[config.mk]
export PLATFORM = sky130hd
export DESIGN_NAME = uart_cmd_parser
export DESIGN_NICKNAME = d
export VERILOG_FILES = /design/src/rtl/uart_cmd_pkg.sv /design/src/rtl/uart_cmd_timer.sv /design/src/rtl/uart_cmd_parser.sv
export SDC_FILE = /design/constraint.sdc
export NUM_CORES = 1
export LEC_CHECK = 0
export ABC_AREA = 0
export CAP_MARGIN = 20
export CORE_MARGIN = 3
export CORE_UTILIZATION = 58
export DETAILED_ROUTE_END_ITERATION = 16
export PLACE_DENSITY = 0.95
export SLEW_MARGIN = 40
export SYNTH_ARGS = -nofsm -noshare
export SYNTH_HDL_FRONTEND = slang
export SYNTH_SLANG_ARGS = --single-unit
[constraint.sdc]
create_clock -name clk -period 3.7 [get_ports clk]
set_input_delay 0.37 -clock clk [delete_from_list [all_inputs] [get_ports clk]]
set_output_delay 0.37 -clock clk [all_outputs]
set_load 0.1 [all_outputs]
[src/rtl/uart_cmd_pkg.sv]
// uart_cmd_pkg: shared states, mode and error codes for the UART command parser.
package uart_cmd_pkg;
  typedef enum logic [2:0] {S_IDLE, S_MODE, S_ADDR, S_DLO, S_DHI, S_CHK, S_ISSUE} state_t;
  localparam logic [1:0] MODE_READ1  = 2'b00;
  localparam logic [1:0] MODE_READ2  = 2'b01;
  localparam logic [1:0] MODE_WRITE1 = 2'b10;
  localparam logic [1:0] MODE_WRITE2 = 2'b11;
  localparam logic [1:0] ERR_TIMEOUT = 2'b01;
  localparam logic [1:0] ERR_BADMODE = 2'b10;
  localparam logic [1:0] ERR_CHKSUM  = 2'b11;
  localparam logic [7:0] DEF_SYNC_BYTE = 8'hA5;
endpackage

[src/rtl/uart_cmd_timer.sv]
// uart_cmd_timer: inter-byte watchdog; expired pulses when TIMEOUT_CYCLES enabled cycles pass without clear.
module uart_cmd_timer #(
  parameter int TIMEOUT_CYCLES = 100000
) (
  input  logic clk,
  input  logic reset,
  input  logic clear,
  input  logic enable,
  output logic expired
);
  localparam int TW = $clog2(TIMEOUT_CYCLES + 1);
  logic [TW-1:0] cnt;
  // a clear in the expiry cycle wins, so a late byte still keeps the frame alive
  assign expired = enable && !clear && (cnt == TW'(TIMEOUT_CYCLES - 1));
  always_ff @(posedge clk or negedge reset)
    if (!reset) cnt <= '0;
    else if (clear || expired || !enable) cnt <= '0;
    else cnt <= cnt + 1'b1;
endmodule

[src/rtl/uart_cmd_parser.sv]
// uart_cmd_parser: assembles UART command frames into arbiter FIFO write strobes.
// Define UART_CMD_CHECKSUM_EN to require a trailing XOR checksum byte on every frame.
module uart_cmd_parser
  import uart_cmd_pkg::*;
#(
  parameter logic [7:0] SYNC_BYTE      = DEF_SYNC_BYTE,
  parameter int         TIMEOUT_CYCLES = 100000
) (
  input  logic        clk,
  input  logic        reset,
  input  logic [7:0]  rx_data,
  input  logic        rx_valid,
  input  logic        buffers_full,
  output logic        wr_addrbuffer,
  output logic        wr_opbuffer,
  output logic        wr_databuffer1,
  output logic        wr_databuffer2,
  output logic [7:0]  addr_pointer,
  output logic [7:0]  mode,
  output logic [15:0] wr_data,
  output logic        err_valid,
  output logic [1:0]  err_code,
  output logic        rx_overrun,
  output logic        busy
);
`ifdef UART_CMD_CHECKSUM_EN
  localparam state_t TAIL = S_CHK;
  logic [7:0] chk_r;
`else
  localparam state_t TAIL = S_ISSUE;
`endif
  state_t state;
  logic [7:0] m_r, a_r, lo_r, hi_r;
  logic counting, expired;
  assign counting = state inside {S_MODE, S_ADDR, S_DLO, S_DHI, S_CHK};
  uart_cmd_timer #(.TIMEOUT_CYCLES(TIMEOUT_CYCLES)) u_timer (
    .clk(clk), .reset(reset), .clear(rx_valid), .enable(counting), .expired(expired)
  );
  always_ff @(posedge clk or negedge reset)
    if (!reset) begin
      state <= S_IDLE;
      {m_r, a_r, lo_r, hi_r} <= '0;
`ifdef UART_CMD_CHECKSUM_EN
      chk_r <= '0;
`endif
      {wr_addrbuffer, wr_opbuffer, wr_databuffer1, wr_databuffer2} <= '0;
      {addr_pointer, mode, wr_data} <= '0;
      {err_valid, err_code, rx_overrun, busy} <= '0;
    end else begin
      {wr_addrbuffer, wr_opbuffer, wr_databuffer1, wr_databuffer2} <= '0;
      err_valid <= 1'b0;
      rx_overrun <= 1'b0;
      // busy trails the state by one cycle so it drops the cycle after the strobes
      busy <= (state != S_IDLE);
      if (expired) begin
        err_valid <= 1'b1;
        err_code <= ERR_TIMEOUT;
        state <= S_IDLE;
      end else case (state)
        S_IDLE: if (rx_valid && rx_data == SYNC_BYTE) state <= S_MODE;
        S_MODE: if (rx_valid) begin
          if (rx_data[7:2] != 6'd0) begin
            err_valid <= 1'b1;
            err_code <= ERR_BADMODE;
            state <= S_IDLE;
          end else begin
            m_r <= rx_data;
`ifdef UART_CMD_CHECKSUM_EN
            chk_r <= rx_data;
`endif
            state <= S_ADDR;
          end
        end
        S_ADDR: if (rx_valid) begin
          a_r <= rx_data;
          lo_r <= '0;
          hi_r <= '0;
`ifdef UART_CMD_CHECKSUM_EN
          chk_r <= chk_r ^ rx_data;
`endif
          state <= m_r[1] ? S_DLO : TAIL;
        end
        S_DLO: if (rx_valid) begin
          lo_r <= rx_data;
`ifdef UART_CMD_CHECKSUM_EN
          chk_r <= chk_r ^ rx_data;
`endif
          state <= m_r[0] ? S_DHI : TAIL;
        end
        S_DHI: if (rx_valid) begin
          hi_r <= rx_data;
`ifdef UART_CMD_CHECKSUM_EN
          chk_r <= chk_r ^ rx_data;
`endif
          state <= TAIL;
        end
`ifdef UART_CMD_CHECKSUM_EN
        S_CHK: if (rx_valid) begin
          if (rx_data != chk_r) begin
            err_valid <= 1'b1;
            err_code <= ERR_CHKSUM;
            state <= S_IDLE;
          end else state <= S_ISSUE;
        end
`endif
        // a byte arriving on the release edge defers the issue so overrun never meets the strobes
        S_ISSUE:
          if (rx_valid) rx_overrun <= 1'b1;
          else if (!buffers_full) begin
            {wr_addrbuffer, wr_opbuffer, wr_databuffer1, wr_databuffer2} <= '1;
            addr_pointer <= a_r;
            mode <= m_r;
            wr_data <= {hi_r, lo_r};
            state <= S_IDLE;
          end
        default: state <= S_IDLE;
      endcase
    end
endmodule

* Yosys cells after proc, flatten, opt, wreduce, memory -nomap -nowiden
Cells that the tools add are included.
** Storage, ports and cells
- Word-level logic and storage cells :: 92
- Memories :: 0
- Flip-flop bits (word level) :: 90
- RAM bits :: 0
- Bits in read-only memories :: 0
- Output and inout bits :: 41
- Latch bits :: 0
- Input port bits :: 12
** Operators by class
- Reductions and logical operators :: 23
- Eq/ne operators :: 18
- Mux-type cells :: 32
- Bitwise operators :: 4
- $add $sub $neg :: 1
- Shift operators :: 0
- Divide/modulo/power cells :: 0
- $lt $le $gt $ge :: 0
- $mul :: 0
** Operators by type and width (count)
- one-hot mux 8 bit (2 select lines) :: 2
- two-way mux 3 bit :: 9
- != test 3 x 2 -> 1 bit (second input constant) :: 7
- one-hot mux 3 bit (6 select lines) :: 1
- adder 17 x 1 -> 17 bit (second input constant) :: 1
- equality test 17 bit (second input constant) :: 1
- two-way mux 17 bit :: 1
- two-way mux 8 bit :: 2
- AND reduction 4 bit :: 4
- two-way mux 2 bit :: 6
- two-way mux 1 bit :: 11
- nonzero test 2 bit :: 5
- equality test 3 bit (second input constant) :: 3
- equality test 8 bit (second input constant) :: 1
- AND reduction 7 bit :: 1
- equality test 3 x 2 -> 1 bit (second input constant) :: 2
- != test 2 bit (second input constant) :: 3
- AND reduction 3 bit :: 2
- nonzero test 6 bit :: 1
- nonzero test 5 bit :: 1
- NOT 1 bit :: 4
- equality test 3 x 1 -> 1 bit (second input constant) :: 1
- logical AND 1 bit :: 3
- zero test 3 bit :: 1
- other kinds (3) :: 5

* Logic depth before layout (Yosys ltp)
Gate-level depths: netlist (run 1).
- Depth in word-level cells :: 7
- Gate-level depth with buffers :: 8
- Gate-level depth less buffers :: 6

* Cells and area by module
A second synthesis (run 1) with hierarchy kept.
** Second synthesis, totals
- Cells, all modules :: 315
- Area total of the unflattened synthesis :: 3862.5 um^2
** By module, submodules not included
- uart_cmd_parser :: sequential area each 1826.8 um^2, area each 3006.6 um^2, cells an instance 227, times used 1
- uart_cmd_timer :: sequential area each 425.4 um^2, area each 855.8 um^2, cells an instance 88, times used 1

* Worst setup path after synthesis (run 1)
Ideal clock, no wire load.
- Path kind :: reg2reg
- From :: reg u_timer.cnt[13]
- To :: reg state[1]
- Required time :: 3561 ps
- Clock period less this slack :: 2066 ps
- Setup time :: 139 ps
- Path slack :: 1634 ps
- Path buffers :: 1
- Stages on the path, launching flop included :: 7
- Arrival time :: 1927 ps
- Cell sequence :: dfrtp_1 -> or4b_1 -> or3_1 -> or3_1 -> buf_2 -> a31oi_1 -> o21ai_1
** Between the ends
- Longest elaborated chain between the ends :: 4
- Elaborated cells on any way between the ends :: 11
- Classes of those cells :: eq/ne: 8; mux: 1; reduce/logical: 2
** RTL lines
- from (decl) :: line uart_cmd_timer.sv:12 : logic [TW-1:0] cnt;
- from (signal assigned) :: line uart_cmd_timer.sv:18 : else cnt <= cnt + 1'b1;
- equality test 17 bit (*) :: line uart_cmd_timer.sv:14 : assign expired = enable && !clear && (cnt == TW'(TIMEOUT_CYCLES - 1));
- logical AND 1 bit (*) :: line uart_cmd_timer.sv:14
- != test 3 x 2 -> 1 bit (no source line)
- AND reduction 7 bit (no source line)
- to (signal assigned) :: line uart_cmd_parser.sv:81 : state <= m_r[1] ? S_DLO : TAIL;
- to (signal assigned) :: line uart_cmd_parser.sv:88 : state <= m_r[0] ? S_DHI : TAIL;
- to (decl) :: line uart_cmd_parser.sv:32 : state_t state;
Every way passes the cells marked *; elsewhere a longest branch is shown, timed or not.
A chain may end at the register's enable or synchronous reset.

* Final worst setup path (run 1)
- From :: in rx_valid
- To :: reg state[1]
** Between the ends
- Longest elaborated chain between the ends :: 5
- Elaborated cells on any way between the ends :: 13
- Classes of those cells :: eq/ne: 7; mux: 1; reduce/logical: 5
** RTL lines
- from (decl) :: line uart_cmd_parser.sv:12 : input logic rx_valid,
- zero test 1 bit :: line uart_cmd_timer.sv:14
- logical AND 1 bit (2 in series) :: line uart_cmd_timer.sv:14
- != test 3 x 2 -> 1 bit (no source line)
- AND reduction 7 bit (no source line)
Several ways; a longest one is shown, not always the timed one.

==> results of run 1 <==
## kinds of logic after synthesis
logic type,after synthesis
AO/OA/AOI/OAI,37
multiplexers,42
adder cells (fa/ha/maj),1
buffers and inverters,23
XOR/XNOR,15
flip-flops,90
AND/OR/NAND/NOR,114
## metal layers
layer / vias to the layer above / GRT usage, %
li1: 1196 / -
met1: 1264 / 27.2
met2: 85 / 33.6
met3: 16 / 6.37
met4: 0 / 8.64
met5: - / 0
## placed cells by master (no fill, tap or decap), drive strengths merged
master	n
dfrtp	90
buf	45
mux2	42
nand2	40
nor2	24
o21ai	19
inv	11
nor2b	10
clkbuf	10
clkdlybuf4s50	10
a21oi	9
xor2	8
nand4	7
xnor2	7
and2	6
or3	5
nor3	5
a31oi	3
nand3	2
nor4bb	2
nor3b	2
nand3b	2
a211oi	2
a21boi	2
nand2b	2
bufinv	2
or4b	1
and4	1
or4	1
nor4	1
and3b	1
o21a	1
nor4b	1
and4b	1
a2111oi	1
ha	1
## area by class of cell
type	instances	area share [%]
sequential	90	51.5
multi-input combinational	209	32.3
timing repair buffer	56	8.27
clock buffer	9	2.83
clock inverter	7	2.38
tap	75	2.15
inverter	6	0.515
## where the power goes
group | total, W | leakage, nW | internal [W] | switching, W
registers | 0.00144 | 1.19 | 0.00124 | 0.000197
clock network | 0.000763 | 0.116 | 0.000393 | 0.000371
logic | 0.00163 | 0.779 | 0.000347 | 0.00128
## worst max-delay path by stage
stage | endpoint | start | slack [ns] | cells after the start
CTS | wr_data[6] | state[2] | 1.27 | 4
global placement | state[1] | rx_valid | 1.17 | 6
floorplan | state[1] | u_timer.cnt[13] | 1.63 | 6
global route | u_timer.cnt[14] | rx_valid | 1.31 | 5
detailed placement | u_timer.cnt[14] | rx_valid | 1.11 | 5
finish | state[1] | rx_valid | 1.41 | 6
## sequential cells by signal (all words and copies together), names as in the netlist
signal and count:
state 3, a_r 8, wr_data 16, err_code 2, wr_databuffer2 1, err_valid 1
hi_r 8, u_timer.cnt 17, rx_overrun 1, m_r 8, mode 8, busy 1
addr_pointer 8, lo_r 8
## stage by stage
| step | power [W] | utilization (%) | cell area [sq um] |
|---|---|---|---|
| floorplan | 0.00277 | - | 3760 |
| global placement | 0.00315 | 71.1 | 4340 |
| detailed placement | 0.00309 | 67.8 | 4130 |
| CTS | 0.00385 | 71.6 | 4360 |
| global route | 0.00401 | 71.7 | 4370 |
| finish | 0.00383 | 71.7 | 4370 |
## worst max-delay path, stage by stage
cell,delay [ns]
clkdlybuf4s50_1,0.61
or3_1,0.42
or3_1,0.38
or3_1,0.41
a31oi_1,0.23
o21ai_1,0.10
==> impl_metrics.ini, run 1 <==
[outcome]
status = finished clean

[clock_network]
clk_pin_slew_ns = 0.10
numCtsBuffers = 9
cts_tree = yes
htreeDepth = 3
clock_path_buffers = 2
clock_sinks = 90
clkLatencyLatePin_ns = 0.37
root_buffer = clkbuf_8
cts_hold_buf = 0
cts_setup_buffers = 0
post_cts_resized = 0

[worst_setup_path]
r2r-end = state[1]
endpoint_kind = flop
cp.required_ns = 3.92
reg2reg_from = u_timer.cnt[12]
critPathArrivalTime_ns = 2.52
reg2reg_depth = 5
reg2reg_slack_ns = 1.45
path_class = input port to flop
path_max_fanout = 11
start_kind = input port

[global_route]
grt_max_degree = 91
grtUsageTotal_pct = 21.1
grt_pass1_wl_um = 12100
grt_pass1_vias = 2488
grt_antenna_before_repair = 0
overflow = 0

[logic_synthesis]
synth_common_cells = 90 x dfrtp_1, 40 x nand2_1, 37 x mux2_1
synth-edff-count = 0
ys_seq_elements = 90
synth-adder-area-share_pct = 0.333
synthMuxAreaShare_pct = 12.6
synth_top_area_cell = dfrtp_1
synth_cell_types = 38
synthSimpleGateAreaFrac_pct = 15.4
synth_area_sq_mm = 0.00376
seq_area_frac_synth_pct = 59.9
synth_top_area_share_pct = 59.9
synth-xor-area-share_pct = 3.49
syn_avg_cell_area_sq_um = 11.7
synth_top_family_by_area = simple AND/OR/NAND/NOR gates
synth.most_common_cell = dfrtp_1
synthCells = 322
synthArstFlopShare_pct = 100
ys_warn_count = 0
synthesis.nets = 335
synth_area_leaders = dfrtp_1 60%, mux2_1 11%, nand2_1 4.0%, nor2_1 2.4%, xor2_1 1.9%
synth_compound_gate_area_share_pct = 5.56
synth_flop_cell = dfrtp_1

[timing]
hold_viol_final = 0
fin_skew_ns = 0.0103
slew-limit-headroom_pct = 54.0
setup_violations = 0
timing.hold.ws_ns = 0.0542
finalMaxSlewViolations = 0
fin_crit_ns = 2.29
rsz0062_at_grt = false
max_freq_ghz = 0.436
timing.final.crit_share_pct = 62.0
fin_ws_ns = 1.41
fin_setup_tns_ns = 0
tightest_slew_ns = 0.687

[placement]
dp.cells = 435
dp_slack_ns = 1.11
gp_congestion = 0.842
portBuffers = 52
dpl.hpwl_um = 5030

[cells_and_area]
multi_input_area_sq_mm = 0.00141
seqCellArea_sq_mm = 0.00225
antenna_cells = 0
nFillCells = 415
stdcell_count = 452
synthToLayoutAreaGrowth_pct = 16.2
drive_above_1_share_pct = 18.3
fin_nets = 385

[power]
powerDensity_mw_per_mm2 = 876
vdd_drop_max_mv = 0.753
p_leak_nw = 2.08

[die]
io_pins = 53
die_x_um = 86.5
die_h_um = 86.5
core_sq_mm = 0.00610
die_area_sq_mm = 0.00749
num_rows = 28
initial_core_util_pct = 61.7

[worst_hold_path]
hold_path_class = input port to async pin

[drt]
met1_length_um = 3200
vias = 2561
wl_per_cell_um = 16.1
drt_iter0_drc = 274
drtAntennaViolNets = 0
first_pass_iters = 4
wl_met3_um = 507
drcViolationCount = 0
dr.max_layer_used = met4
finalWirelength_um = 7300
via_per_inst = 5.67
route.met2.wl_um = 3440

[job]
maxCapViolCount = 0
(Power assumes the default switching activity.)
==> run 2, diff against run 1 <==
CORE_UTILIZATION = 49   (was 58)
PLACE_DENSITY = 0.88   (was 0.95)
clock period = 2 ns   (was 3.7 ns; I/O delays follow)
==> run 2 against run 1 <==
Effect of this change:
- the run now ends with setup timing left
- count of clock-buffer cells in the layout is the same
- worst hold slack improved by 0.29 ns
- sequential share of layout area down 3.6 points
- first-iteration DRC count fell by 49%
- largest cell class unchanged
- largest power group unchanged
==> impl_metrics.ini, run 2 (same netlist as run 1, synthesis figures left out) <==
[outcome]
status = finished, violations left
violations = setup timing

[timing]
fin_ws_ns = -0.0342
hold_viol_final = 0
setup_violations = 2
rsz0062_at_grt = true
finalMaxSlewViolations = 0
tightest_slew_ns = 0.526
fin_crit_ns = 2.03
max_freq_ghz = 0.492
fin_setup_tns_ns = -0.0457
slew-limit-headroom_pct = 64.9
fin_skew_ns = 0.0136
timing.final.crit_share_pct = 102

[worst_setup_path]
start_kind = flop
max_stage_delay_ns = 0.54
crit_chain = or4b_4 > or3_4 > or3_4 > a31oi_1 > o21ai_1
reg2reg_slack_ns = -0.03
critPathArrivalTime_ns = 2.29
cp.required_ns = 2.26
cpMostUsedCell = or3_4
slowest_stage = or4b_4
path_class = flop to flop
path_max_fanout = 6
reg2reg_depth = 5
endpoint_kind = flop
reg2reg_from = u_timer.cnt[13]
cpLargestDelayFamily = simple AND/OR/NAND/NOR gates
r2r-end = state[1]
crit_buf_inv = 0

[die]
die_area_sq_mm = 0.00876
die_x_um = 93.6
core_sq_mm = 0.00733
num_rows = 31
initial_core_util_pct = 51.3
die_h_um = 93.6
io_pins = 53

[drt]
drtAntennaViolNets = 0
finalWirelength_um = 7890
first_pass_iters = 4
wl_per_cell_um = 15.7
drt_iter0_drc = 140
via_per_inst = 5.24
vias = 2637
drcViolationCount = 0

[global_route]
grtUsageTotal_pct = 19.2
grt_antenna_before_repair = 0
overflow = 0
grt_pass1_wl_um = 12800
grt_pass1_vias = 2667
grt_max_degree = 52

[cells_and_area]
final_common_cell = dfrtp_1
largest_registers = u_timer.cnt: 17 flops, wr_data: 16 flops
synthToLayoutAreaGrowth_pct = 25.0
drive_above_1_share_pct = 24.5
final_cell_mix = 90 x dfrtp_1, 70 x buf_4, 40 x nand2_1
stdcell_count = 503
largest_register_ffs = 17
largest_register = u_timer.cnt
fin_nets = 412
final_util_pct = 64.1
antenna_cells = 0

[placement]
dp.cells = 485
gp_congestion = 0.859
dp_slack_ns = -0.196
portBuffers = 52
dpl.hpwl_um = 5490

[power]
powerDensity_mw_per_mm2 = 1520
p_leak_nw = 2.22
vdd_drop_max_mv = 0.808

[clock_network]
clkLatencyLatePin_ns = 0.37
numCtsBuffers = 9
clock_path_buffers = 2
cts_tree = yes
clock_sinks = 90
root_buffer = clkbuf_8
htreeDepth = 3
clk_pin_slew_ns = 0.10

[job]
maxCapViolCount = 0

[worst_hold_path]
hold_path_class = input port to async pin
run 2: changes by cell type in the layout (fill, tap and decap cells not counted), sizes merged:
cell / previous run / this run
buf: 45 / 72
bufinv: 2 / 0
clkbuf: 10 / 9
clkinv: 0 / 1
clkinvlp: 0 / 1
dlygate4sd3: 0 / 1
run 2: how the worst max path moves through the flow:
stage | startpoint | to | slack, ns | cells after the start
2_1_floorplan | u_timer.cnt[13] | state[1] | -0.01 | 6
3_3_place_gp | rx_data[3] | m_r[1] | -0.14 | 5
3_5_place_dp | rx_valid | state[1] | -0.20 | 6
4_1_cts | u_timer.cnt[13] | state[1] | -0.04 | 5
5_1_grt | u_timer.cnt[13] | state[2] | -0.09 | 5
6_report | u_timer.cnt[13] | state[1] | -0.03 | 5
run 2: timing repair:
action,in CTS,in global routing
endpoints found under the hold margin,39,0
setup buffers,0,1
hold buffers,1,0
pin swaps,0,0
gates resized for setup,3,2
setup endpoints to repair,4,3
run 2: metal layers:
metal  vias up  GRT usage (%)  share of wire (%)
met2        68           30.3                 48
met3        18           4.02                4.8
met1      1302           25.3                 45
li1       1249              -                  -
met5         -              0                  0
met4         0           9.03                2.3
run 2: metrics by stage:
step           area, sq um  total power, W  hold slack [ns]
2_1_floorplan         3760         0.00513          -0.0956
3_3_place_gp          4470         0.00589            0.200
3_5_place_dp          4470         0.00599            0.215
4_1_cts               4690         0.00719            0.357
5_1_grt               4700         0.00751            0.388
6_report              4700         0.00716            0.347
run 2: final cells by class:
class | instances | area (sq um)
tap | 99 | 124
timing repair buffer | 83 | 676
inverter | 6 | 22.5
sequential | 90 | 2250
clock buffer | 9 | 124
clock inverter | 7 | 67.6
multi-input combinational | 209 | 1430
fill | 561 | 2630
run 2: where the power goes:
group	internal [W]	switching [W]	total (W)
Clock	0.000484	0.000709	0.00119
Combinational	0.000876	0.00246	0.00333
Sequential	0.00230	0.000331	0.00264
Total	0.00366	0.00350	0.00716
run 2: worst register-to-register path, cell delays in order, from the launching register on:
cell	delay (ns)
dfrtp_1	0.39
or4b_4	0.54
or3_4	0.39
or3_4	0.37
a31oi_1	0.15
o21ai_1	0.10
